`config.mk`:
```
export PLATFORM = sky130hd
export DESIGN_NAME = aes_stream_arb
export DESIGN_NICKNAME = d
export VERILOG_FILES = /design/src/rtl/aes_stream_arb.sv
export SDC_FILE = /design/constraint.sdc
export NUM_CORES = 1
export LEC_CHECK = 0
export CORE_MARGIN = 2
export CORE_UTILIZATION = 35
export CTS_BUF_LIST = sky130_fd_sc_hd__clkbuf_4
export DETAILED_ROUTE_END_ITERATION = 10
export GPL_ROUTABILITY_DRIVEN = 0
export PLACE_DENSITY = 0.77
export SYNTH_ARGS = -nofsm -noshare
export SYNTH_HDL_FRONTEND = slang
export SYNTH_SLANG_ARGS = --single-unit
```
`constraint.sdc`:
```
create_clock -name clk -period 3.4 [get_ports clk]
set_input_delay 0.68 -clock clk [delete_from_list [all_inputs] [get_ports clk]]
set_output_delay 0.68 -clock clk [all_outputs]
set_load 0.1 [all_outputs]
```
`src/rtl/aes_stream_arb.sv`:
```
// aes_stream_arb: round-robin arbiter packing two client word streams into whole 4-word frames for the AES core
// Ports: clk/rst (sync active-high); reqN_valid/type/data in, reqN_ready out per client;
// crypto_ready gates data frames; data_in_valid/type/data_in registered core feed;
// grant one-hot frame owner; key_owner/key_loaded track the last completed key frame.
module aes_stream_arb #(
  parameter int         FRAME_WORDS = 4,
  parameter logic [1:0] TYPE_KEY    = 2'b01
) (
  input  logic        clk,
  input  logic        rst,
  input  logic        req0_valid,
  input  logic [1:0]  req0_type,
  input  logic [31:0] req0_data,
  output logic        req0_ready,
  input  logic        req1_valid,
  input  logic [1:0]  req1_type,
  input  logic [31:0] req1_data,
  output logic        req1_ready,
  input  logic        crypto_ready,
  output logic        data_in_valid,
  output logic [1:0]  data_in_type,
  output logic [31:0] data_in,
  output logic [1:0]  grant,
  output logic        key_owner,
  output logic        key_loaded
);
  typedef enum logic {IDLE, BURST} state_t;
  state_t      r_state, w_next;
  logic        r_owner, r_rr;
  logic [1:0]  r_cnt, r_type;
  logic        w_el0, w_el1, w_pick, w_valid, w_acc, w_last;
  logic [1:0]  w_in_type;
  logic [31:0] w_in_data;
  always_comb begin
    w_el0     = req0_valid && (req0_type == TYPE_KEY || crypto_ready);
    w_el1     = req1_valid && (req1_type == TYPE_KEY || crypto_ready);
    w_pick    = (w_el0 && w_el1) ? r_rr : w_el1;
    w_valid   = r_owner ? req1_valid : req0_valid;
    w_in_type = r_owner ? req1_type : req0_type;
    w_in_data = r_owner ? req1_data : req0_data;
    w_acc     = r_state == BURST && w_valid;
    w_last    = w_acc && r_cnt == 2'(FRAME_WORDS - 1);
    w_next    = r_state == IDLE ? ((w_el0 || w_el1) ? BURST : IDLE) : (w_last ? IDLE : BURST);
  end
  always_ff @(posedge clk) begin
    if (rst) begin
      r_state       <= IDLE;
      r_owner       <= 1'b0;
      r_rr          <= 1'b0;
      r_cnt         <= 2'd0;
      r_type        <= 2'd0;
      data_in_valid <= 1'b0;
      data_in_type  <= 2'd0;
      data_in       <= 32'd0;
      key_owner     <= 1'b0;
      key_loaded    <= 1'b0;
    end else begin
      r_state       <= w_next;
      data_in_valid <= w_acc;
      if (r_state == IDLE && w_next == BURST) r_owner <= w_pick;
      if (w_acc) begin
        data_in      <= w_in_data;
        data_in_type <= r_cnt == 2'd0 ? w_in_type : r_type;
        r_cnt        <= r_cnt + 2'd1;
      end
      // frame type is fixed by its first word
      if (w_acc && r_cnt == 2'd0) r_type <= w_in_type;
      if (w_last) begin
        r_rr <= ~r_owner;
        if (r_type == TYPE_KEY) begin
          key_owner  <= r_owner;
          key_loaded <= 1'b1;
        end
      end
    end
  end
  assign req0_ready = r_state == BURST && !r_owner;
  assign req1_ready = r_state == BURST && r_owner;
  assign grant      = {req1_ready, req0_ready};
endmodule
```
* After elaboration in Yosys (flattened, before gate mapping) *
Index checks and enable logic that the tools add are counted.

operators by class
  mux-type cells = 8
  add/sub/neg operators = 1
  reductions and logical operators = 15
  equal/unequal tests = 4
  bitwise logic cells = 2

operators with widths
  operator                                             number
  2-to-1 mux 32 bit                                    1
  logical AND 1 bit                                    9
  equality test 2 x 1 -> 1 bit, second input constant  3
  2-to-1 mux 1 bit                                     5
  2-to-1 mux 2 bit                                     2
  logical OR 1 bit                                     3
  adder 2 x 1 -> 2 bit, second input constant          1
  equality test 2 bit, second input constant           1
  logical NOT 2 bit                                    1
  inverter 1 bit                                       2
  AND reduction 2 bit                                  1
  logical NOT 1 bit                                    1

word-level totals
  word-level logic and storage cells = 40
  flip-flop bits (word level) = 44
  output and inout bits = 41
  bits of input ports = 73

* Longest topological paths before layout *
  depth after elaboration = 7
  depth in mapped cells = 6
  depth with buffers taken out = 5

* Worst setup path after synthesis *
OpenSTA, ideal clock, no wires.

  kind = reg-to-output
  from = register r_owner
  to = output grant[0]
  stages on the path, launching flop included = 6
  required time = 2.720 ns
  path slack = 0.200 ns
  data arrival time = 2.520 ns
  buffers on the path = 4
  path through = dfxtp_1 > buf_6 > buf_6 > buf_4 > nor2_1 > buf_4

between the ends
  word-level cells in the longest chain between the ends = 2

RTL lines
  item                    RTL line  source
  from (decl)             29        logic r_owner, r_rr;
  from (signal assigned)  60        if (r_state == IDLE && w_next == BURST) r_owner <= w_pick;
  logical NOT 1 bit       77        assign req0_ready = r_state == BURST && !r_owner;
  logical AND 1 bit       77
  to (decl)               23        output logic [1:0] grant,

No other way between the ends.

* Worst setup path after layout *
  from = register r_state
  to = output req0_ready

between the ends
  word-level cells in the longest chain between the ends = 1

RTL lines
  item                    RTL line  source
  from (decl)             28        state_t r_state, w_next;
  from (signal assigned)  58        r_state <= w_next;
  logical AND 1 bit       77
  to (decl)               14        output logic req0_ready,

No other way between the ends.

==> flow_metrics.tcl <==
set metrics [dict create \
    status "finished, final reports clean" \
    syn_inst 216 \
    r2r_start "r_state" \
    netlist_area_mm2 0.00241 \
    drcViolationCount 0 \
    ys_top_cells_by_area "dfxtp_1 37%, a211oi_2 16%, mux2i_1 15%" \
    wl_per_cell_um 15.0 \
    fmax_mhz 389 \
    crit_path_start "r_state" \
    cts_resized 0 \
    worstSetupEndpointType "primary output" \
    yosys.area.top_type "dfxtp_1" \
    critical_path_class "reg -> out" \
    final_area_mm2 0.00352 \
    met3_usage_pct 3.89 \
    yosysSeqAreaShare_pct 36.5 \
    nFillCells 612 \
    antenna_found_initial 0 \
    pin_count 114 \
    finalSetupViolations 0 \
    relSlewSlack_pct 34.3 \
    die_h_um 87.0 \
    p_per_area_mw_per_mm2 424 \
    grt_pass1_vias 2087 \
    drive_above_1_share_pct 29.3 \
    n_antenna_cell 0 \
    ys_ff_latch 44 \
    synth.top_cells.by_count "44 x dfxtp_1, 35 x mux2i_1, 30 x a211oi_2" \
    drtPass1Iterations 4 \
    hold_viol_final 0 \
    post_synth_num_cell_types 34 \
    nets 391 \
    synth-main-ff-cell "dfxtp_1" \
    cap_violations 0 \
    synth_top_area_share_pct 36.5 \
    worst_pin_slew_ps 983 \
    initial_core_util_pct 35.9 \
    skew_ps 8.14 \
    fin_crit_ps 2570 \
    rows 30 \
    coreArea_mm2 0.00672 \
    synth_edf_count 0 \
    multi_input_area_mm2 0.00134 \
    power_mw 1.49 \
    worstSkewPairLatency_ps 350 \
    seqCellArea_um2 883 \
    grt-ovfl-total 0 \
    clkTransAtPathRegs_ps 130 \
    drv_slew 0 \
    met2_usage_pct 29.6 \
    clk_path_buf_depth 2 \
    use_met1_pct 18.0 \
    yosysWarnings 0 \
    vdd_ir_drop_max_uv 243 \
    yosysMostFrequentCell "dfxtp_1" \
    hold_buffers 0 \
    critPathArrivalTime_ps 1890 \
    tns_ps 0 \
    finalWirelength_mm 5.97 \
    worstHoldPathCells 2 \
    rsz0062_at_grt "no" \
    cts_tree "built" \
    ant_nets 0 \
    worstRegToRegCells 4 \
    hpwlAfterDp_mm 4.43 \
    avgSynthCellArea_um2 11.2 \
    viasPerCell 5.14 \
    root_buffer "clkbuf_4" \
    grt_start_max_net_pins 38 \
    clkSinkCount 44 \
    required_ps 2720 \
    synth_fp_nets 291 \
    grt_pass1_wl_mm 9.54 \
    p_leak_nw 1.15 \
    crit_path_max_fanout 27 \
    area_delta_synth_final_pct 46.0 \
    die_area_mm2 0.00757 \
    fin_crit_sh_pct 75.6 \
    global_route.usage.total_pct 15.8 \
    port_buffers 113 \
    worstHoldStart "key_owner" \
    async_flop_share_pct 0 \
    via_count 2041 \
    min_path_type "reg -> reg" \
    top_usage_layer "met2" \
    placed_area_mm2 0.00347 \
    postCtsSetupBuffers 0 \
    drt_iter0_markers 51 \
    htree_levels 2 \
    fp.dieW_um 87.0 \
    cts_made_buffers 5 \
    cp-start-kind "flip-flop" \
]
registers in the layout (all words and copies together), names as in the netlist:
name / flops
data_in: 32
data_in_type: 2
r_cnt: 2
r_type: 2
data_in_valid: 1
key_loaded: 1
key_owner: 1
r_owner: 1
r_rr: 1
r_state: 1
path summary, 6_finish.rpt:
| path | to | slack (ps) |
|---|---|---|
| worst min-delay path | key_owner | 480 |
| worst min register to register | key_owner | 480 |
| worst max-delay path | req0_ready | 830 |
| worst max register to register | data_in[24] | 1330 |
where the power goes:
group	total [mW]	switching [mW]	internal, mW
Combinational	0.636	0.419	0.217
Clock	0.258	0.163	0.0958
Sequential	0.599	0.0439	0.555
layout by cell type, fill, tap and decap left out, types with 2 or more instances in the layout:
cell type	netlist	routed
clkdlybuf4s50_1	0	97
dfxtp_1	44	42
mux2i_1	35	35
a211oi_2	30	30
a21oi_2	28	28
buf_4	3	18
o21ai_0	9	9
a21oi_1	8	8
clkbuf_4	1	7
a31oi_1	4	4
nor2b_1	4	4
inv_1	3	3
a311oi_1	3	3
nand2b_1	3	3
a211oi_1	2	2
nand3_1	2	2
a211o_1	2	2
ha_1	2	2
dfxtp_2	0	2
cell families after synthesis:
logic type / Yosys count / share of synthesized area [%]
DFF: 44 / 36.5
buffers and inverters: 27 / 7.94
and+or+nand+nor: 16 / 4.36
muxes: 37 / 16.1
AOI/OAI and AO/OA: 90 / 34.1
adders and majority gates: 2 / 1.04
layer usage:
metal / routed length [um] / vias up
met2: 2980 / 64
met3: 342 / 4
met5: 0 / -
met4: 51 / 0
met1: 2600 / 965
li1: - / 1008
per-stage QoR:
stage / hold slack (ps) / util (%) / setup WS (ps) / instances
CTS: 492 / 52.4 / 817 / 397
finish: 485 / 52.4 / 830 / 397
detailed placement: 468 / 51.6 / 966 / 389
global placement: 464 / 51.6 / 1010 / 389
global route: 509 / 52.4 / 681 / 397
floorplan: 464 / - / 200 / 216
layout make-up:
| cell class | count | area share (%) |
|---|---|---|
| Sequential cell | 44 | 25.1 |
| Timing Repair Buffer | 117 | 32.1 |
| Clock buffer | 7 | 1.49 |
| Inverter | 3 | 0.320 |
| Tap cell | 80 | 2.84 |
| Multi-Input combinational cell | 145 | 38.0 |
| Clock inverter | 1 | 0.107 |
critical path, cell delays in order (launching register included):
cell and delay, ps:
dfxtp_2 730, inv_1 280, nor2_1 200, buf_4 320
Note: power is estimated with default switching activity, not from simulation.
